`config.mk`:
```
export PLATFORM = sky130hd
export DESIGN_NAME = multicycle_sequencer
export DESIGN_NICKNAME = d
export VERILOG_FILES = /design/src/rtl/mips_defs.sv /design/src/rtl/multicycle_instr_class.sv /design/src/rtl/multicycle_sequencer.sv
export SDC_FILE = /design/constraint.sdc
export NUM_CORES = 1
export LEC_CHECK = 0
export CORE_ASPECT_RATIO = 1.75
export CORE_MARGIN = 4
export CORE_UTILIZATION = 49
export CTS_CLUSTER_DIAMETER = 50
export DETAILED_ROUTE_END_ITERATION = 7
export PLACE_DENSITY = 0.79
export REMOVE_ABC_BUFFERS = 1
export SYNTH_ARGS = -nofsm -noshare
export SYNTH_HDL_FRONTEND = slang
export SYNTH_SLANG_ARGS = --single-unit
```
`constraint.sdc`:
```
create_clock -name clk -period 2.8 [get_ports clk]
set_input_delay 0.7 -clock clk [delete_from_list [all_inputs] [get_ports clk]]
set_output_delay 0.7 -clock clk [all_outputs]
set_load 0.02 [all_outputs]
```
`src/rtl/mips_defs.sv`:
```
// rtl/mips_defs.sv - shared opcode/funct constants, state encodings and instruction classes
package mips_defs;

  localparam logic [5:0] OP_RTYPE = 6'b000000;
  localparam logic [5:0] OP_J     = 6'b000010;
  localparam logic [5:0] OP_JAL   = 6'b000011;
  localparam logic [5:0] OP_BEQ   = 6'b000100;
  localparam logic [5:0] OP_BNE   = 6'b000101;
  localparam logic [5:0] OP_ADDI  = 6'b001000;
  localparam logic [5:0] OP_XORI  = 6'b001110;
  localparam logic [5:0] OP_LW    = 6'b100011;
  localparam logic [5:0] OP_SW    = 6'b101011;

  localparam logic [5:0] FN_JR  = 6'b001000;
  localparam logic [5:0] FN_ADD = 6'b100000;
  localparam logic [5:0] FN_SUB = 6'b100010;
  localparam logic [5:0] FN_SLT = 6'b101010;

  typedef enum logic [2:0] {
    ST_ID   = 3'd0,
    ST_IF   = 3'd1,
    ST_EXEC = 3'd2,
    ST_MEM  = 3'd3,
    ST_WB   = 3'd4
  } state_t;

  typedef enum logic [3:0] {
    CL_NONE = 4'd0,
    CL_LW   = 4'd1,
    CL_SW   = 4'd2,
    CL_J    = 4'd3,
    CL_RALU = 4'd4,
    CL_JR   = 4'd5,
    CL_JAL  = 4'd6,
    CL_BR   = 4'd7,
    CL_IMM  = 4'd8
  } instr_class_t;

endpackage

```
`src/rtl/multicycle_instr_class.sv`:
```
// rtl/multicycle_instr_class.sv - combinational opcode/funct to instruction-class decoder
module multicycle_instr_class
  import mips_defs::*;
(
  input  logic [5:0] opcode,
  input  logic [5:0] funct,
  output logic [3:0] instr_class,
  output logic       illegal
);

  instr_class_t cls;

  always_comb begin
    cls = CL_NONE;
    case (opcode)
      OP_LW:          cls = CL_LW;
      OP_SW:          cls = CL_SW;
      OP_J:           cls = CL_J;
      OP_JAL:         cls = CL_JAL;
      OP_BEQ, OP_BNE: cls = CL_BR;
      OP_ADDI,
      OP_XORI:        cls = CL_IMM;
      OP_RTYPE: begin
        case (funct)
          FN_ADD, FN_SUB, FN_SLT: cls = CL_RALU;
          FN_JR:                  cls = CL_JR;
          default:                cls = CL_NONE;
        endcase
      end
      default:        cls = CL_NONE;
    endcase
  end

  // Every supported encoding maps to a real class, so NONE doubles as the illegal flag.
  assign instr_class = cls;
  assign illegal     = (cls == CL_NONE);

endmodule

```
`src/rtl/multicycle_sequencer.sv`:
```
// rtl/multicycle_sequencer.sv - multi-cycle MIPS state sequencer with fetch strobes and retire counter
module multicycle_sequencer
  import mips_defs::*;
#(
  parameter int CNT_W = 32
) (
  input  logic             clk,
  input  logic             reset,
  input  logic [5:0]       opcode,
  input  logic [5:0]       funct,
  input  logic             mem_ready,
  input  logic             run,
  output logic [2:0]       state,
  output logic             ir_we,
  output logic             pc_inc,
  output logic             instr_done,
  output logic             illegal,
  output logic [CNT_W-1:0] instr_count
);

  state_t       state_q, state_d;
  instr_class_t class_q, dec_class;
  logic [3:0]   dec_class_raw;
  logic         dec_illegal;

  multicycle_instr_class u_class (
    .opcode      (opcode),
    .funct       (funct),
    .instr_class (dec_class_raw),
    .illegal     (dec_illegal)
  );

  assign dec_class = instr_class_t'(dec_class_raw);
  assign state     = state_q;

  always_ff @(posedge clk or posedge reset) begin
    if (reset) begin
      state_q     <= ST_IF;
      class_q     <= CL_NONE;
      instr_count <= '0;
    end else begin
      state_q <= state_d;
      // The class is captured once on leaving ID; later states ignore the live IR.
      if (state_q == ST_ID)
        class_q <= dec_class;
      if (instr_done)
        instr_count <= instr_count + CNT_W'(1);
    end
  end

  always_comb begin
    state_d    = ST_IF;
    ir_we      = 1'b0;
    pc_inc     = 1'b0;
    instr_done = 1'b0;
    illegal    = 1'b0;
    case (state_q)
      ST_IF: begin
        ir_we   = run;
        pc_inc  = run;
        state_d = run ? ST_ID : ST_IF;
      end
      ST_ID: begin
        if (dec_illegal)
          illegal = 1'b1;
        else if (dec_class == CL_J)
          instr_done = 1'b1;
        else
          state_d = ST_EXEC;
      end
      ST_EXEC: begin
        case (class_q)
          CL_LW, CL_SW, CL_JAL, CL_BR: state_d = ST_MEM;
          CL_RALU, CL_IMM:             state_d = ST_WB;
          CL_JR:                       instr_done = 1'b1;
          default:                     state_d = ST_IF;
        endcase
      end
      ST_MEM: begin
        case (class_q)
          CL_LW:   state_d = mem_ready ? ST_WB : ST_MEM;
          CL_SW: begin
            if (mem_ready)
              instr_done = 1'b1;
            else
              state_d = ST_MEM;
          end
          CL_JAL:  instr_done = 1'b1;
          CL_BR:   state_d = ST_WB;
          default: state_d = ST_IF;
        endcase
      end
      ST_WB:   instr_done = 1'b1;
      default: state_d = ST_IF;
    endcase
  end

endmodule
```
==> key figures, run 1 <==
Global routing
  – GR Overflow Total: 0
  – Global-route wire length before repair: 10.03 mm
  – Pin count of the biggest net entering global routing: 40
  – Tot GR Track Use: 22.19%
  – Vias in the first global route: 2,158
  – Initial antenna violation count: 0

Drt
  – Final ANT Viol Nets: 0
  – Routed wire length per instance: 16.53 microns
  – # DRC: 0
  – DR vias: 2,094
  – Drt total wl: 6.151 mm
  – Number of vias per cell: 5.629
  – Initial DRC count: 72
  – Pre-antenna DRT Iters: 4

Logic synthesis
  – Yosys reg bits: 39
  – Synth warn: 0
  – Post-synth cell types: 52
  – Fraction of registers with async set/reset: 100.0%
  – Post-synth EDFFs: 0
  – Syn Inst Count: 230
  – Main synth FF type: dfrtp_1
  – Mean Syn Cell Area: 9.743 sq um
  – Sequential area share after synthesis: 43.61%
  – Synthesized cell area: 0.002241 sq mm

Setup path
  – Crit end category: primary output
  – Critical R2R Capture: instr_count[29]
  – Reg2reg start: class_q[0]
  – Worst path required time: 2100 ps
  – Crit Path Max Fanout: 4
  – Crit Path Category: input port to primary output
  – Worst Path Arrival: 2060 ps
  – Worst R2R Path Depth: 6
  – CP startpoint kind: input port
  – Flop2flop setup slack: 860 ps

CTS
  – H-Tree Depth: 2
  – CTS max path bufs: 2
  – Worst skew pair latency: 300 ps
  – CTS Sinks: 39
  – Total CTS buffers: 5
  – Clk root buf: clkbuf_8
  – TritonCTS clock tree: yes
  – CTS Hold Buffers Added: 0
  – Clock transition at path regs: 80 ps

Pwr
  – Leakage: 0.001534 uW
  – Power Density: 555.6 mW/mm^2
  – Tot Pwr: 1847 uW
  – Worst VDD drop: 579.5 uV

Placed design
  – IO Port Bufs: 54
  – Placed Area: 0.003014 sq mm
  – Post-DP HPWL: 4.172 mm
  – RePlAce Congestion: 0.8745

STA
  – TNS Setup: 0 ps
  – Slew Viols, Final: 0
  – Fmax: 0.3623 GHz
  – Minimum clock period: 2760 ps
  – Slew @ Worst Pin: 486.2 ps
  – Skew final: 9.883 ps
  – Setup Viol. Count Final: 0
  – Relative slew margins: 67.58%
  – Final hold vios: 0
  – Final worst-path cycle share: 98.59%

Cells and area
  – Fill count: 302
  – Final nets: 337
  – Final Core Density: 75.48%
  – Design Area, Final: 0.003324 sq mm
  – Diodes inserted: 0
  – Layout cells sized above 1: 23.05%
  – P&R area growth vs syn: 48.35%

Die
  – Die X-Extent: 59.12 microns
  – Full die area: 0.005762 sq mm
  – Ports: 55
  – Rows: 32
  – Die Y: 97.46 microns
  – Starting Density: 50.88%
  – Core Region: 0.004404 sq mm

Hold path
  – Hold path start: instr_count[13]
  – Min-Delay Path Depth: 1
  – WHS Endpoint: instr_count[13]
  – HP Class: register to register

Status
  – Status: completed

Run
  – Maxcap violations: 0
## cell type report
type	instances	area, sq um	area share [%]
inverters	6	22.52	0.6775
multi-input cells	173	1276	38.39
repair buffers	95	852.1	25.63
flip-flops and latches	39	977.2	29.39
clock inverters	2	60.06	1.807
well taps	51	63.81	1.919
clock buffers	6	72.57	2.183
## how the worst max path moves through the flow
stage,slack [ps],start,end
floorplan,280,funct[1],illegal
global placement,-670,opcode[1],illegal
detailed placement,-740,opcode[1],illegal
CTS,-3,funct[1],illegal
global route,-0.3,opcode[2],illegal
finish,40,opcode[2],illegal
## layout by cell type (no fill, tap or decap), types with 8 or more instances in the layout
cell type         n
xnor2_1          14
xor2_1           19
buf_4            39
and3_1            8
nor2_1           18
nand2_1          18
nand3_1          11
dfrtp_1          38
nand4_1          10
clkdlybuf4s50_1  39
## worst max-delay path: stages
cell and delay (ps):
clkbuf_2 120, buf_6 140, or4_4 540, nor2_4 110, a311o_1 230, nor3_2 70
buf_4 160
## cell usage after synthesis (3+ instances only)
cell      count  area [sq um]
nand3b_1      3         22.52
clkbuf_1      4         15.01
a21oi_1       5         25.02
inv_1         6         22.52
dfrtp_1      38         950.9
and3_1        8         50.05
nor2_1       19         71.32
nand2b_1      4         25.02
o21ai_0       5         25.02
nand2_1      18         67.56
nor3_2        3         30.03
nor3_1        8         40.04
nand4_1      10         62.56
buf_2         4         20.02
and4_1        3         26.28
nand3_1      11         55.05
nor3b_1       5         37.54
xnor2_1      15         131.4
xor2_1       20         175.2
## layer usage
metal	wire [microns]	up-vias	share of wire, %	global-route usage (%)
li1	-	996	-	-
met1	2354	1021	38	25.47
met2	3455	65	56	39.01
met3	212	12	3.4	3.723
met4	129	0	2.1	9.075
met5	0	-	0	0
## where the power goes
| group | internal (uW) | switching, uW | leakage (uW) |
|---|---|---|---|
| Sequential | 620 | 78.6 | 0.000533 |
| Combinational | 289 | 298 | 0.000935 |
| Clock | 356 | 204 | 0.0000654 |
| Total | 1270 | 581 | 0.00153 |
## registers in the layout (all words and copies together), names as in the netlist
name / count
state: 3
class_q: 4
instr_count: 32
## metrics by stage
stage	hold slack (ps)	cells	worst slack, ps
final	496.1	372	39.54
after detailed placement	479.1	353	-735.8
after global placement	477.3	353	-671.1
after CTS	494.5	367	-2.858
after floorplan	565.1	218	277.9
after global routing	518.7	372	-0.3024
## cells by family (layout without fill, tap and decap cells)
| kind of cell | after synthesis | after routing | synth area share [%] |
|---|---|---|---|
| compound gates | 28 | 28 | 8.990 |
| xor+xnor | 35 | 35 | 13.68 |
| fa+ha+maj | 1 | 1 | 0.5583 |
| buf+inv | 18 | 109 | 4.076 |
| flops | 39 | 39 | 43.61 |
| mux | 3 | 3 | 1.452 |
| simple gates | 106 | 106 | 27.64 |
## timing repair
| item | CTS | global route |
|---|---|---|
| pin swaps | 6 | 9 |
| resized for setup | 34 | 18 |
| setup endpoints to repair | 4 | 2 |
| gates cloned | 0 | 0 |
| setup buffers | 6 | 5 |
| endpoints found under the hold margin | 0 | 0 |
(Power assumes the default switching activity.)
==> run 2, diff against run 1 <==
--- a/config.mk
+++ b/config.mk
@@ -6,7 +6,7 @@
 export NUM_CORES = 1
 export LEC_CHECK = 0
 export CORE_ASPECT_RATIO = 1.75
-export CORE_MARGIN = 4
+export CORE_MARGIN = 2
 export CORE_UTILIZATION = 49
 export CTS_CLUSTER_DIAMETER = 50
 export DETAILED_ROUTE_END_ITERATION = 7
==> run 2 against run 1 <==
- global-route usage is 1.2 points higher
- sequential share of layout area rose by 1.3 points
- maximum frequency rose by 0.70%
- hold slack got worse by 15 ps
- critical path depth down 1
- clock skew decreased by 1.2 ps
- routed wire length decreased by 9.4%
- clock-buffer cell count is 1 lower
- largest power group unchanged
==> key figures, run 2 (same netlist as run 1, synthesis figures left out) <==
Setup path
  – CP startpoint kind: input port
  – WP buf/inv: 2
  – Crit Path Max Fanout: 5
  – CP Cell Sequence: dlygate4sd2_1, or4_4, nor2_4, a311o_1, nor3_2, buf_4
  – Reg2reg start: class_q[1]
  – Worst Path Arrival: 2040 ps
  – Crit. path cell count: 6
  – Worst R2R Path Depth: 5
  – Crit end category: primary output
  – Slowest cell on crit path: or4_4
  – Crit Path Category: input port to primary output
  – Top Family by Delay on Critical Path: simple AND/OR/NAND/NOR gates
  – Max stage delay on crit path: 500 ps
  – Worst path required time: 2100 ps
  – Crit path launch: opcode[1]

Cells and area
  – Final nets: 327
  – Max reg flops: 32
  – Layout cells sized above 1: 20.58%
  – Biggest register: instr_count
  – Most common cell after layout, fill and taps aside: clkdlybuf4s50_1
  – Fill count: 343
  – Diodes inserted: 0
  – Most frequent cells in the layout: 39 x clkdlybuf4s50_1, 38 x dfrtp_1, 30 x buf_4
  – P&R area growth vs syn: 41.93%
  – Design Area, Final: 0.003181 sq mm

Die
  – Die Y: 93.46 microns
  – Starting Density: 50.88%
  – Ports: 55
  – Rows: 32
  – Core Region: 0.004404 sq mm
  – Die X-Extent: 55.12 microns
  – Full die area: 0.005152 sq mm

STA
  – TNS Setup: 0 ps
  – Minimum clock period: 2741 ps
  – Slew Viols, Final: 0
  – Slew @ Worst Pin: 492.7 ps
  – Relative slew margins: 67.15%
  – Final worst-path cycle share: 97.90%
  – Setup Viol. Count Final: 0
  – Final hold vios: 0
  – Fmax: 0.3648 GHz
  – RSZ-0062 raised after global routing: no
  – Skew final: 8.721 ps

CTS
  – CTS max path bufs: 2
  – Total CTS buffers: 5
  – Clk root buf: clkbuf_8
  – TritonCTS clock tree: yes
  – CTS Sinks: 39
  – H-Tree Depth: 2
  – CTS Hold Buffers Added: 0
  – Worst skew pair latency: 290 ps
  – Clock transition at path regs: 80 ps

Pwr
  – Comb pwr share: 32.7%
  – P_sw: 572.3 uW
  – Seq pwr share: 44.2%
  – Power Density: 513.6 mW/mm^2
  – Worst VDD drop: 480.8 uV
  – Sw frac: 35.03%
  – Leakage: 0.001452 uW
  – Clock network fraction of design power: 23.1%
  – Int Power: 1061 uW

Drt
  – Initial DRC count: 13
  – DR vias: 2,010
  – Drt total wl: 5.574 mm
  – Pre-antenna DRT Iters: 4
  – Final ANT Viol Nets: 0
  – Number of vias per cell: 5.552
  – Routed wire length per instance: 15.40 microns
  – # DRC: 0

Hold path
  – Hold path start: instr_count[31]
  – Min-Delay Path Depth: 1
  – HP Class: register to register

Global routing
  – Vias in the first global route: 2,036
  – Initial antenna violation count: 0
  – Tot GR Track Use: 23.42%
  – Global-route wire length before repair: 8.825 mm
  – Pin count of the biggest net entering global routing: 40
  – GR Overflow Total: 0

Status
  – Status: completed

Placed design
  – Placed Area: 0.002964 sq mm
  – Post-DP HPWL: 3.869 mm
  – IO Port Bufs: 54
  – RePlAce Congestion: 0.7917

Run
  – Maxcap violations: 0
[run 2: routing by layer]
layer	track usage (%)	routed length [microns]
met3	4.313	193
met4	7.724	68
met5	0	0
met2	42.06	3134
met1	26.33	2178
[run 2: metrics by stage]
| step | hold WS [ps] | util, % | setup slack, ps | cells | power [uW] |
|---|---|---|---|---|---|
| detailed placement | 468.2 | 67.30 | -800.5 | 348 | 1252 |
| floorplan | 565.1 | - | 277.9 | 218 | 1002 |
| global placement | 456.4 | 67.30 | -673.4 | 348 | 1241 |
| CTS | 481.0 | 70.85 | -27.32 | 360 | 1634 |
| finish | 481.5 | 72.22 | 58.79 | 362 | 1634 |
| global route | 505.6 | 72.22 | 10.61 | 362 | 1731 |
[run 2: power groups by stage]
stage                     Sequential (uW)  Clock, uW  Combinational, uW
after floorplan                       753          0                249
after global placement                730          0                511
after detailed placement              732          0                520
after CTS                             722        386                525
after global routing                  736        406                589
final                                 722        377                534
[run 2: final timing paths]
kind	endpoint	slack, ps
setup reg to reg	instr_count[1]	910
hold reg to reg	instr_count[31]	480
max in group asynchronous	state[0]	1610
hold / removal	instr_count[31]	480
min in group asynchronous	instr_count[29]	830
setup / recovery	illegal	60
[run 2: layout make-up]
class	count	area (sq um)	share of cell area, %
clock inverter	3	20.02	0.6294
sequential	39	977.2	30.72
inverter	6	22.52	0.7081
clock buffer	5	68.82	2.164
timing repair buffer	85	764.5	24.04
multi-input combinational	173	1264	39.73
tap	51	63.81	2.006
[run 2: timing repair]
action	4_1_cts	5_1_grt
cloned	0	0
resized for setup	32	17
setup endpoints to repair	4	1
setup buffers	4	2
pin swaps	6	8
